==> src/rtl/fpu_inq_pkg.sv <==
// fpu_inq_pkg: shared definitions for the FPU input-queue scheduler.
//   - fpu_op_e        : target-pipe encoding carried on pcx_fpio_op
//   - DEF_DEPTH       : default number of inq_sram entries
//   - DEF_STALL_MARGIN: default free entries held back for in-flight packets
package fpu_inq_pkg;

  localparam int DEF_DEPTH        = 8;
  localparam int DEF_STALL_MARGIN = 2;

  typedef enum logic [1:0] {
    OP_ADD = 2'b00,
    OP_MUL = 2'b01,
    OP_DIV = 2'b10,
    OP_ILL = 2'b11
  } fpu_op_e;

endpackage

==> src/rtl/fpu_inq_ptr.sv <==
// fpu_inq_ptr: wrapping queue pointer.
// Ports:
//   clk   - clock, rising edge
//   rst_n - asynchronous active-low reset, clears ptr to 0
//   inc   - advance the pointer by one this cycle
//   ptr   - current pointer value, wraps DEPTH-1 -> 0
module fpu_inq_ptr #(
  parameter int DEPTH = 8
) (
  input  logic                     clk,
  input  logic                     rst_n,
  input  logic                     inc,
  output logic [$clog2(DEPTH)-1:0] ptr
);

  localparam int AW = $clog2(DEPTH);
  localparam logic [AW-1:0] LAST = AW'(DEPTH - 1);

  always_ff @(posedge clk or negedge rst_n) begin
    if (!rst_n) begin
      ptr <= '0;
    end else if (inc) begin
      ptr <= (ptr == LAST) ? '0 : ptr + AW'(1);
    end
  end

endmodule

==> src/rtl/fpu_inq_sched.sv <==
// fpu_inq_sched: in-order scheduler for the FPU input queue (inq_sram).
// Incoming PCX packets are written into inq_sram at wptr; the head entry at
// rptr is dispatched to its add/mul/div pipe when that pipe is ready.
// Ports:
//   rclk, arst_l             - clock / async active-low reset
//   pcx_fpio_vld/op          - incoming packet valid and target pipe
//   add_rdy/mul_rdy/div_rdy  - pipe can accept an op this cycle
//   inq_we/inq_waddr         - inq_sram write port control
//   inq_re/inq_raddr         - inq_sram read port control (data next cycle)
//   add/mul/div_issue        - op dispatched to that pipe
//   inq_cnt/empty/full       - registered occupancy status
//   fpu_pcx_stall            - registered back-pressure to PCX
//   inq_err                  - sticky overflow / illegal-op flag
module fpu_inq_sched
  import fpu_inq_pkg::*;
#(
  parameter int DEPTH        = DEF_DEPTH,
  parameter int STALL_MARGIN = DEF_STALL_MARGIN
) (
  input  logic                     rclk,
  input  logic                     arst_l,
  input  logic                     pcx_fpio_vld,
  input  logic [1:0]               pcx_fpio_op,
  input  logic                     add_rdy,
  input  logic                     mul_rdy,
  input  logic                     div_rdy,
  output logic                     inq_we,
  output logic [$clog2(DEPTH)-1:0] inq_waddr,
  output logic                     inq_re,
  output logic [$clog2(DEPTH)-1:0] inq_raddr,
  output logic                     add_issue,
  output logic                     mul_issue,
  output logic                     div_issue,
  output logic [$clog2(DEPTH):0]   inq_cnt,
  output logic                     inq_empty,
  output logic                     inq_full,
  output logic                     fpu_pcx_stall,
  output logic                     inq_err
);

  localparam int AW = $clog2(DEPTH);
  localparam logic [AW:0] FULL_CNT = (AW + 1)'(DEPTH);
  localparam logic [AW:0] STALL_TH = (AW + 1)'(DEPTH - STALL_MARGIN);

  logic [AW-1:0] wptr;
  logic [AW-1:0] rptr;
  logic [AW:0]   cnt;
  logic [AW:0]   cnt_next;
  logic          legal;
  logic          we_int;
  logic          re_int;
  logic          head_rdy;
  fpu_op_e       head_op;
  fpu_op_e       op_file [DEPTH];

  fpu_inq_ptr #(.DEPTH(DEPTH)) u_wptr (
    .clk   (rclk),
    .rst_n (arst_l),
    .inc   (we_int),
    .ptr   (wptr)
  );

  fpu_inq_ptr #(.DEPTH(DEPTH)) u_rptr (
    .clk   (rclk),
    .rst_n (arst_l),
    .inc   (re_int),
    .ptr   (rptr)
  );

  // Full/empty come from the registered count, so an entry written this
  // cycle cannot be issued, and a slot freed this cycle cannot be refilled.
  assign inq_cnt   = cnt;
  assign inq_empty = (cnt == '0);
  assign inq_full  = (cnt == FULL_CNT);

  always_comb begin
    legal   = (pcx_fpio_op != OP_ILL);
    head_op = op_file[rptr];
    case (head_op)
      OP_ADD:  head_rdy = add_rdy;
      OP_MUL:  head_rdy = mul_rdy;
      OP_DIV:  head_rdy = div_rdy;
      default: head_rdy = 1'b0;
    endcase
    we_int   = pcx_fpio_vld & legal & ~inq_full;
    re_int   = ~inq_empty & head_rdy;
    cnt_next = cnt + (AW + 1)'(we_int) - (AW + 1)'(re_int);
  end

  // Reset only masks the outward write strobe; the pointers are already held
  // in reset, and the read side is quiet because the count is zero.
  assign inq_we    = we_int & arst_l;
  assign inq_waddr = wptr;
  assign inq_re    = re_int;
  assign inq_raddr = rptr;
  assign add_issue = re_int & (head_op == OP_ADD);
  assign mul_issue = re_int & (head_op == OP_MUL);
  assign div_issue = re_int & (head_op == OP_DIV);

  always_ff @(posedge rclk or negedge arst_l) begin
    if (!arst_l) begin
      cnt           <= '0;
      fpu_pcx_stall <= 1'b0;
      inq_err       <= 1'b0;
    end else begin
      cnt           <= cnt_next;
      fpu_pcx_stall <= (cnt_next >= STALL_TH);
      if (pcx_fpio_vld & (~legal | inq_full)) begin
        inq_err <= 1'b1;
      end
    end
  end

  // Op file holds only the pipe selector; contents are don't-care until written.
  always_ff @(posedge rclk) begin
    if (we_int) begin
      op_file[wptr] <= fpu_op_e'(pcx_fpio_op);
    end
  end

endmodule

==> config.mk <==
export PLATFORM = sky130hd
export DESIGN_NAME = fpu_inq_sched
export DESIGN_NICKNAME = d
export VERILOG_FILES = /design/src/rtl/fpu_inq_pkg.sv /design/src/rtl/fpu_inq_ptr.sv /design/src/rtl/fpu_inq_sched.sv
export SDC_FILE = /design/constraint.sdc
export NUM_CORES = 1
export LEC_CHECK = 0
export BUFFER_PORTS_ARGS = -buffer_cell sky130_fd_sc_hd__buf_4
export CORE_UTILIZATION = 51
export CTS_BUF_LIST = sky130_fd_sc_hd__clkbuf_2 sky130_fd_sc_hd__clkbuf_4 sky130_fd_sc_hd__clkbuf_8
export DETAILED_ROUTE_END_ITERATION = 6
export PLACE_DENSITY = 0.77
export REMOVE_ABC_BUFFERS = 1
export SKIP_CTS_REPAIR_TIMING = 1
export SLEW_MARGIN = 20
export SYNTH_ARGS = -nofsm -noshare
export SYNTH_HDL_FRONTEND = slang
export SYNTH_SLANG_ARGS = --single-unit
==> constraint.sdc <==
create_clock -name rclk -period 3.2 [get_ports rclk]
set_clock_uncertainty 0.1 [all_clocks]
set_input_delay 0.16 -clock rclk [delete_from_list [all_inputs] [get_ports rclk]]
set_output_delay 0.16 -clock rclk [all_outputs]
set_load 0.01 [all_outputs]
==> flow_summary.json <==
{
  "status": "complete, no violations",
  "yosysWarnings": 0,
  "start_kind": "flip-flop",
  "worstPathArrival_ns": 3.11,
  "finalPower_mw": 1.89,
  "clk_latency_ns": 0.33,
  "die_y_um": 54.6,
  "ant_nets": 0,
  "route.vias.total": 922,
  "synth_area_per_cell_um2": 13.3,
  "yosysTopAreaCellShare": 0.340,
  "slew_violations": 0,
  "post_synth_num_cell_types": 31,
  "drt-initial-drc-count": 15,
  "placementRows": 18,
  "syn_area_um2": 1410,
  "nets": 163,
  "viasPerCell": 5.33,
  "max_slew_margin": 0.644,
  "firstDrtPassIters": 4,
  "area_growth_pct": 24.7,
  "synth_most_common_cell": "edfxtp_1",
  "cp-end-kind": "flip-flop",
  "grt_max_degree": 17,
  "hpwl_mm": 1.86,
  "fp.dieArea_um2": 2980,
  "cts_inserted_buffers": 3,
  "grt_pass1_vias": 819,
  "rsz0062_at_grt": "false",
  "htree_levels": 1,
  "antenna_found_initial": 0,
  "fmax_ghz": 0.337,
  "clock-root-buffer": "clkbuf_4",
  "grt_pass1_wl_mm": 3.86,
  "io_pins": 27,
  "fin_cells": 173,
  "drc": 0,
  "gp_congestion": 0.769,
  "cp.required_ns": 3.34,
  "ys_seq_elements": 28,
  "synthFlopType": "edfxtp_1",
  "dp.cells": 165,
  "vdd_drop_max_mv": 1.15,
  "synth_largest_area_cell": "edfxtp_1",
  "chipWidth_um": 54.6,
  "routed_wl_mm": 2.47,
  "io_buffers": 26,
  "min_period_ns": 2.97,
  "final_util": 0.692,
  "wl_per_cell_um": 14.3,
  "grt_overflow_total": 0,
  "netlist_instances": 106,
  "track_usage": 0.197,
  "holdWs_ns": 0.0882,
  "drive_above_1_share": 0.315,
  "seq_area_frac_synth": 0.553,
  "cellLeakagePower_nw": 0.781,
  "coreArea_um2": 2540,
  "powerDensity_nw_per_um2": 1070,
  "holdCritPathClass": "input port to async pin",
  "path_max_fanout": 9,
  "setup_viol_count_final": 0,
  "clock_path_buffers": 2,
  "cts.sinks": 28,
  "worst_pin_slew_ns": 0.529,
  "cts_tree": "yes",
  "period_share": 0.928,
  "maxCapViolCount": 0,
  "hold_viol_final": 0,
  "start_util": 0.555,
  "async_flop_share": 0.429,
  "diodes": 0,
  "synth-edff-count": 16,
  "ys_top_cells_by_count": "edfxtp_1 (16), dfrtp_1 (12), ha_1 (10)",
  "synthTopCellsByArea": "edfxtp_1 (34%), dfrtp_1 (21%), ha_1 (8.9%)",
  "crit_type": "flip-flop to flip-flop",
  "path_clk_slew_ns": 0.15,
  "finalSetupTns_ns": 0
}
==> final timing paths <==
check,from,to,slack [ns],cells after the start
max in group asynchronous,arst_l,u_rptr.ptr[1],2.74,2
worst min-delay path,arst_l,u_rptr.ptr[0],0.09,2
worst max-delay path,u_rptr.ptr[1],fpu_pcx_stall,0.23,11
min in group rclk,inq_err,inq_err,0.40,1
worst max register to register,u_rptr.ptr[1],fpu_pcx_stall,0.23,11
worst min register to register,inq_err,inq_err,0.40,1
==> registers in the layout, summed over array words and instances, names as in the netlist <==
register and count:
inq_err 1, u_wptr.ptr 3, inq_cnt 4, op_file 16, fpu_pcx_stall 1, u_rptr.ptr 3
==> cell type report <==
class / instances / area, µm²
clock inverter: 1 / 30.0
tap: 30 / 37.5
clock buffer: 3 / 22.5
inverter: 9 / 33.8
timing repair buffer: 35 / 273
sequential: 28 / 783
multi-input combinational: 67 / 581
fill: 190 / 785
==> critical path: stages, from the launching register on <==
cell	delay (ns)
dfrtp_2	0.50
mux4_2	0.55
mux2i_4	0.20
a21oi_2	0.07
a211oi_4	0.23
ha_1	0.26
inv_1	0.05
ha_1	0.15
inv_1	0.06
fa_1	0.37
xnor2_1	0.15
a21o_1	0.18
==> kinds of logic after synthesis <==
family | Yosys count | share of synthesized area
fa+ha+maj | 11 | 0.103
flops | 28 | 0.553
xor+xnor | 2 | 0.0124
compound gates | 9 | 0.0523
simple gates | 33 | 0.121
buf+inv | 11 | 0.0355
mux | 12 | 0.123
==> report_power, final <==
| part | internal (mW) | switching [mW] |
|---|---|---|
| Combinational | 0.567 | 0.470 |
| Clock | 0.127 | 0.103 |
| Sequential | 0.494 | 0.131 |
| Total | 1.19 | 0.704 |
==> metrics by stage <==
stage	setup WS (ns)	cell area [µm²]
2_1_floorplan	0.0175	1400
3_3_place_gp	0.206	1670
3_5_place_dp	0.133	1670
4_1_cts	0.114	1720
5_1_grt	0.0603	1760
6_report	0.229	1760
==> layout by cell type, fill, tap and decap left out, drive strengths merged, types with 6 or more instances in the layout <==
cell / n
buf: 31
ha: 10
inv: 9
edfxtp: 16
mux2i: 6
nand2: 6
dfrtp: 12
nor2: 6
nor3: 7
==> metal layers <==
| layer | vias to the layer above | GRT usage | part of all wire |
|---|---|---|---|
| met5 | - | 0 | 0 |
| met4 | 0 | 0.120 | 0.029 |
| met3 | 7 | 0.0333 | 0.028 |
| met2 | 21 | 0.295 | 0.48 |
| met1 | 437 | 0.266 | 0.46 |
| li1 | 457 | - | - |
(Power assumes the default switching activity.)
